===== src/rtl/pwm_compare_deadtime.sv =====
// rtl/pwm_compare_deadtime.sv - carrier compare with complementary gate pair and dead-time insertion
module pwm_compare_deadtime #(
  parameter int CNT_WIDTH = 16,
  parameter int DT_WIDTH  = 10
) (
  input  logic                 clk,
  input  logic                 reset,
  input  logic                 pwm_onoff,
  input  logic [CNT_WIDTH-1:0] carrier,
  input  logic                 maskevent,
  input  logic [CNT_WIDTH-1:0] compare,
  input  logic [DT_WIDTH-1:0]  deadtime,
  output logic                 pwm_h,
  output logic                 pwm_l,
  output logic                 dt_busy
);

  typedef enum logic [2:0] {
    ST_OFF   = 3'd0,
    ST_LOW   = 3'd1,
    ST_DT_LH = 3'd2,
    ST_HIGH  = 3'd3,
    ST_DT_HL = 3'd4
  } state_t;

  localparam logic [DT_WIDTH-1:0] DT_ZERO = '0;
  localparam logic [DT_WIDTH-1:0] DT_ONE  = DT_WIDTH'(1);

  state_t                r_state;
  state_t                w_state_nxt;
  logic [CNT_WIDTH-1:0]  r_compare_act;
  logic [DT_WIDTH-1:0]   r_deadtime_act;
  logic [DT_WIDTH-1:0]   r_counter;
  logic [DT_WIDTH-1:0]   w_counter_nxt;
  logic                  r_ref_q;
  logic                  w_shadow_load;

  // While the leg is disabled the shadow tracks the inputs, so a freshly
  // enabled leg starts with the current software values.
  assign w_shadow_load = maskevent | ~pwm_onoff;

  // Shadow registers: only updated at the carrier mask point or while disabled.
  always_ff @(posedge clk) begin
    if (reset) begin
      r_compare_act  <= '0;
      r_deadtime_act <= '0;
    end else if (w_shadow_load) begin
      r_compare_act  <= compare;
      r_deadtime_act <= deadtime;
    end
  end

  // Modulating reference; uses the compare value active before this edge.
  always_ff @(posedge clk) begin
    if (reset) begin
      r_ref_q <= 1'b0;
    end else begin
      r_ref_q <= pwm_onoff & (carrier < r_compare_act);
    end
  end

  // State and dead-time counter registers.
  always_ff @(posedge clk) begin
    if (reset) begin
      r_state   <= ST_OFF;
      r_counter <= '0;
    end else begin
      r_state   <= w_state_nxt;
      r_counter <= w_counter_nxt;
    end
  end

  // Next-state logic; disabling the leg overrides everything, even mid dead time.
  always_comb begin
    w_state_nxt   = r_state;
    w_counter_nxt = r_counter;
    if (!pwm_onoff) begin
      w_state_nxt   = ST_OFF;
      w_counter_nxt = '0;
    end else begin
      case (r_state)
        ST_OFF: begin
          w_state_nxt = ST_LOW;
        end
        ST_LOW: begin
          if (r_ref_q) begin
            if (r_deadtime_act == DT_ZERO) begin
              w_state_nxt = ST_HIGH;
            end else begin
              w_state_nxt   = ST_DT_LH;
              w_counter_nxt = r_deadtime_act;
            end
          end
        end
        ST_DT_LH: begin
          if (!r_ref_q) begin
            w_state_nxt = ST_LOW;
          end else if (r_counter == DT_ONE) begin
            w_state_nxt = ST_HIGH;
          end else begin
            w_counter_nxt = r_counter - DT_ONE;
          end
        end
        ST_HIGH: begin
          if (!r_ref_q) begin
            if (r_deadtime_act == DT_ZERO) begin
              w_state_nxt = ST_LOW;
            end else begin
              w_state_nxt   = ST_DT_HL;
              w_counter_nxt = r_deadtime_act;
            end
          end
        end
        ST_DT_HL: begin
          if (r_ref_q) begin
            w_state_nxt = ST_HIGH;
          end else if (r_counter == DT_ONE) begin
            w_state_nxt = ST_LOW;
          end else begin
            w_counter_nxt = r_counter - DT_ONE;
          end
        end
        default: begin
          w_state_nxt   = ST_OFF;
          w_counter_nxt = '0;
        end
      endcase
    end
  end

  assign pwm_h   = (r_state == ST_HIGH);
  assign pwm_l   = (r_state == ST_LOW);
  assign dt_busy = (r_state == ST_DT_LH) || (r_state == ST_DT_HL);

endmodule


===== config.mk =====
export PLATFORM = sky130hd
export DESIGN_NAME = pwm_compare_deadtime
export DESIGN_NICKNAME = d
export VERILOG_FILES = /design/src/rtl/pwm_compare_deadtime.sv
export SDC_FILE = /design/constraint.sdc
export NUM_CORES = 1
export LEC_CHECK = 0
export BUFFER_PORTS_ARGS = -buffer_cell sky130_fd_sc_hd__buf_2
export CAP_MARGIN = 15
export CORE_UTILIZATION = 25
export CTS_BUF_LIST = sky130_fd_sc_hd__clkbuf_16
export DETAILED_ROUTE_END_ITERATION = 10
export PLACE_DENSITY = 0.52
export SYNTH_ARGS = -nofsm -noshare
export SYNTH_HDL_FRONTEND = slang
export SYNTH_SLANG_ARGS = --single-unit

===== constraint.sdc =====
create_clock -name clk -period 4.1 [get_ports clk]
set_input_delay 0.41 -clock clk [delete_from_list [all_inputs] [get_ports clk]]
set_output_delay 0.41 -clock clk [all_outputs]
set_load 0.05 [all_outputs]

# After elaboration in Yosys (flattened, before gate mapping)
# Cells that the tools add are included.
[totals]
reg_bits = 40
in_bits = 46
[op_classes]
n_addsub = 1
magnitude_cmp = 1
eq_ne = 11
mux = 16
bitwise = 4
reduce_logical = 6
[ops]
columns = ["operator", "count"]
rows = [
  ["$mux 10", 6],
  ["$pmux 10 s5", 1],
  ["$mux 3", 7],
  ["$lt 16x16->1", 1],
  ["$pmux 3 s5", 1],
  ["$eq 10x1->1 const B", 1],
  ["$logic_not 10->1", 1],
  ["$sub 10x1->10 const B", 1],
  ["$eq 3x2->1 const B", 2],
  ["$ne 2x2->1 const B", 3],
  ["$ne 3x3->1 const B", 2],
  ["$reduce_and 5->1", 1],
  ["$reduce_and 4->1", 1],
  ["$eq 3x1->1 const B", 1],
  ["$eq 3x3->1 const B", 1],
  ["$logic_not 3->1", 1],
  ["$ne 2x1->1 const B", 1],
  ["$not 1->1", 2],
  ["$reduce_or 2->1", 1],
  ["$and 1x1->1", 1],
  ["$logic_or 1x1->1", 1],
  ["$mux 1", 1],
  ["$or 1x1->1", 1],
]

# Depth between registers and ports, before layout
[logic_depth]
ltp_word = 4
depth_mapped = 8
depth_no_buf = 7

# Least setup slack after synthesis
# OpenSTA, ideal clock, no wires.
[synth_timing]
path_kind = "reg2out"
start = "register r_state[0]"
end = "output pwm_l"
arrival_ns = 1.718
required_ns = 3.690
path_slack_ns = 1.972
stages_incl_launch_ff = 5
path_buffers = 2
path_cell_list = "dfxtp_1 -> clkbuf_1 -> nor2b_1 -> buf_2 -> nor2b_1"
[synth_via]
elab_chain_cells = 1
[synth_lines]
columns = ["item", "line_no", "rtl"]
rows = [
  ["start: declaration", "29", "state_t r_state;"],
  ["start signal: assignment", "68", "r_state <= w_state_nxt;"],
  ["$eq 3x1->1", "132", "assign pwm_l = (r_state == ST_LOW);"],
  ["end: declaration", "14", "output logic pwm_l,"],
]
# No other way between the ends.

# Worst setup path in the final report
[layout_timing]
start = "register r_state[0]"
end = "output pwm_h"
[layout_via]
elab_chain_cells = 1
[layout_lines]
columns = ["item", "line_no", "rtl"]
rows = [
  ["$eq 3x2->1", "131", "assign pwm_h = (r_state == ST_HIGH);"],
  ["end: declaration", "13", "output logic pwm_h,"],
]
# No other way between the ends.

==> flow_summary.yaml <==
synthesis:
  synth_edf_count: 0
  synth_flop_cell: "dfxtp_1"
  seq_area_frac_synth_pct: 37.32
  avgSynthCellArea_um2: 7.889
  syn-cell-area_um2: 2146
  syn_inst: 272
  synth_top_area_cell: "dfxtp_1"
  synth_cell_types: 41
  syn-num-nets: 335
  synth.top_cell.area_share_pct: 37.32
  async_flop_share_pct: 0
  synth-seq-cells: 40
  synth_area_leaders: "dfxtp_1, nand2_1, ha_1"
  yosys_warnings: 0
routing:
  wl_per_cell_um: 12.31
  vias_per_cell: 4.789
  detail_route.iter0.violations: 87
  final_antenna_net_count: 0
  wirelength_um: 5147
  drc_errors: 0
  firstDrtPassIters: 4
  vias: 2002
clocking:
  cts_sinks: 40
  clk_pin_slew_ns: 0.06
  cts_buffers: 5
  htreeDepth: 2
  clkLatencyLatePin_ns: 0.28
  post_cts_resized: 0
  cts_root_buf: "clkbuf_16"
  cts_setup_buffers: 0
  hold_buffers: 0
  tritoncts: "built"
  cts_buffer_depth: 2
setup_path:
  critPathMaxFanout: 13
  startpoint_type: "register"
  path_delay_family: "simple AND/OR/NAND/NOR gates"
  crit_chain: "nor2b_1 -> nand2_1 -> inv_1 -> buf_2"
  crit_path_end_kind: "primary output"
  path_buf_inv: 2
  crit_type: "register to primary output"
  cp_slowest_cell: "nor2b_1"
  cp.arrival_ns: 2.12
  crit_path_max_incr_delay_ns: 0.80
  cp.required_ns: 3.69
grt:
  grt_pass1_vias: 1834
  grt_pass1_wl_um: 8700
  grt_max_degree: 29
  overflow: 0
  grt_use_total_pct: 12.38
  antenna_found_initial: 0
die:
  dieArea_um2: 8958
  coreArea_um2: 8258
  fp-row-count: 33
  pin_count: 49
  start_util_pct: 25.98
  die_h_um: 94.65
  die_x_um: 94.65
sta:
  tightest_slew_ns: 1.079
  clock.fmax_mhz: 396.0
  slew_headroom_pct: 28.05
  hold_slack_ns: 0.3655
  rsz0062_at_grt: "false"
  period_minus_slack_ns: 2.525
  fin_worst_skew_ns: 0.005806
  drv_slew: 0
  finalSetupViolCount: 0
  finalSetupTns_ns: 0
  hold_violations: 0
  post-route-period-util_pct: 61.59
layout:
  area_growth_syn_to_layout_pct: 21.05
  final_nets: 375
  nFillCells: 924
  layout-drive-gt1-share_pct: 19.81
  insertedDiodeCount: 0
placed_design:
  dp_hpwl_um: 3702
  place.gp.congestion: 0.7834
  port_buffers: 48
worst_hold_path:
  hp-class: "primary input to register"
outcome:
  outcome: "finished, final reports clean"
power_and_ir_drop:
  p_leak_nw: 1.115
  p_total_mw: 0.9160
  cellPowerDensity_nw_per_um2: 352.7
  vdd_ir_drop_max_mv: 0.1440
job:
  maxCapViolations: 0
[placed cells by master, fill, tap and decap left out, types with 5 or more instances in the layout]
cell / instances
a21oi_1: 37
nor2_1: 7
nor3_1: 7
a21o_1: 5
dfxtp_1: 40
ha_1: 17
clkbuf_16: 5
buf_2: 48
nor2b_1: 8
inv_1: 19
nand2_1: 61
[layout make-up]
cell class                      instances  area, um2  share of cell area, %
Sequential cell                        40      800.8                  30.83
Multi-Input combinational cell        197       1204                  46.34
Tap cell                              105      131.4                  5.058
Timing Repair Buffer                   49      247.7                  9.538
Inverter                               19      71.32                  2.746
Clock buffer                            5      125.1                  4.817
Clock inverter                          3      17.52                 0.6744
[sequential cells by signal (all words and copies together) (netlist names)]
signal	flops
r_state	3
r_deadtime_act	10
r_ref_q	1
r_counter	10
r_compare_act	16
[per-stage QoR]
stage | instances | util, % | setup WS (ns) | instance area (um2)
floorplan | 272 | - | 1.972 | 2146
global placement | 410 | 29.73 | 1.711 | 2455
detailed placement | 410 | 29.73 | 1.665 | 2455
CTS | 418 | 31.45 | 1.557 | 2597
global route | 418 | 31.45 | 1.409 | 2597
finish | 418 | 31.45 | 1.575 | 2597
[worst reg2reg max path, cell delays in order (launching register included)]
cell and delay [ns]:
dfxtp_1 0.32, inv_1 0.11, ha_1 0.15, or4b_1 0.44, o32a_1 0.31, o21ai_2 0.66
a211oi_1 0.13, a211oi_2 0.24
[cell families after synthesis]
logic type	Yosys count	share of synthesized area, %
compound gates	68	20.29
buf+inv	35	6.706
xor+xnor	4	1.633
simple gates	108	24.14
fa+ha+maj	17	9.912
flops	40	37.32
[final timing paths]
check,depth (start not counted),from,slack [ns],endpoint
worst max-delay path,4,r_state[0],1.57,pwm_h
worst min-delay path,3,deadtime[1],0.37,r_deadtime_act[1]
worst max register to register,7,r_counter[1],1.66,r_counter[1]
worst min register to register,2,r_compare_act[5],0.45,r_compare_act[5]
[layer usage]
metal / GRT usage [%] / part of all wire, % / up-vias
met3: 2.576 / 3.9 / 6
met2: 21.10 / 48 / 40
li1: - / - / 1028
met4: 3.409 / 1.3 / 0
met1: 15.69 / 47 / 928
met5: 0 / 0 / -
[synth_stat cells, drive strengths merged (5+ instances only)]
library cell   n
clkbuf        13
a21oi         37
dfxtp         40
nand2         61
nor3           7
inv           19
nor2b          9
a21o           5
ha            17
o21ai          5
nor2           7
[where the power goes]
part | switching, mW | internal (mW) | leakage (nW) | total [mW]
logic | 0.0619 | 0.0509 | 0.715 | 0.113
clock network | 0.160 | 0.224 | 0.0716 | 0.384
registers | 0.0129 | 0.406 | 0.329 | 0.419
No activity file was read; power rests on OpenSTA's default activity.
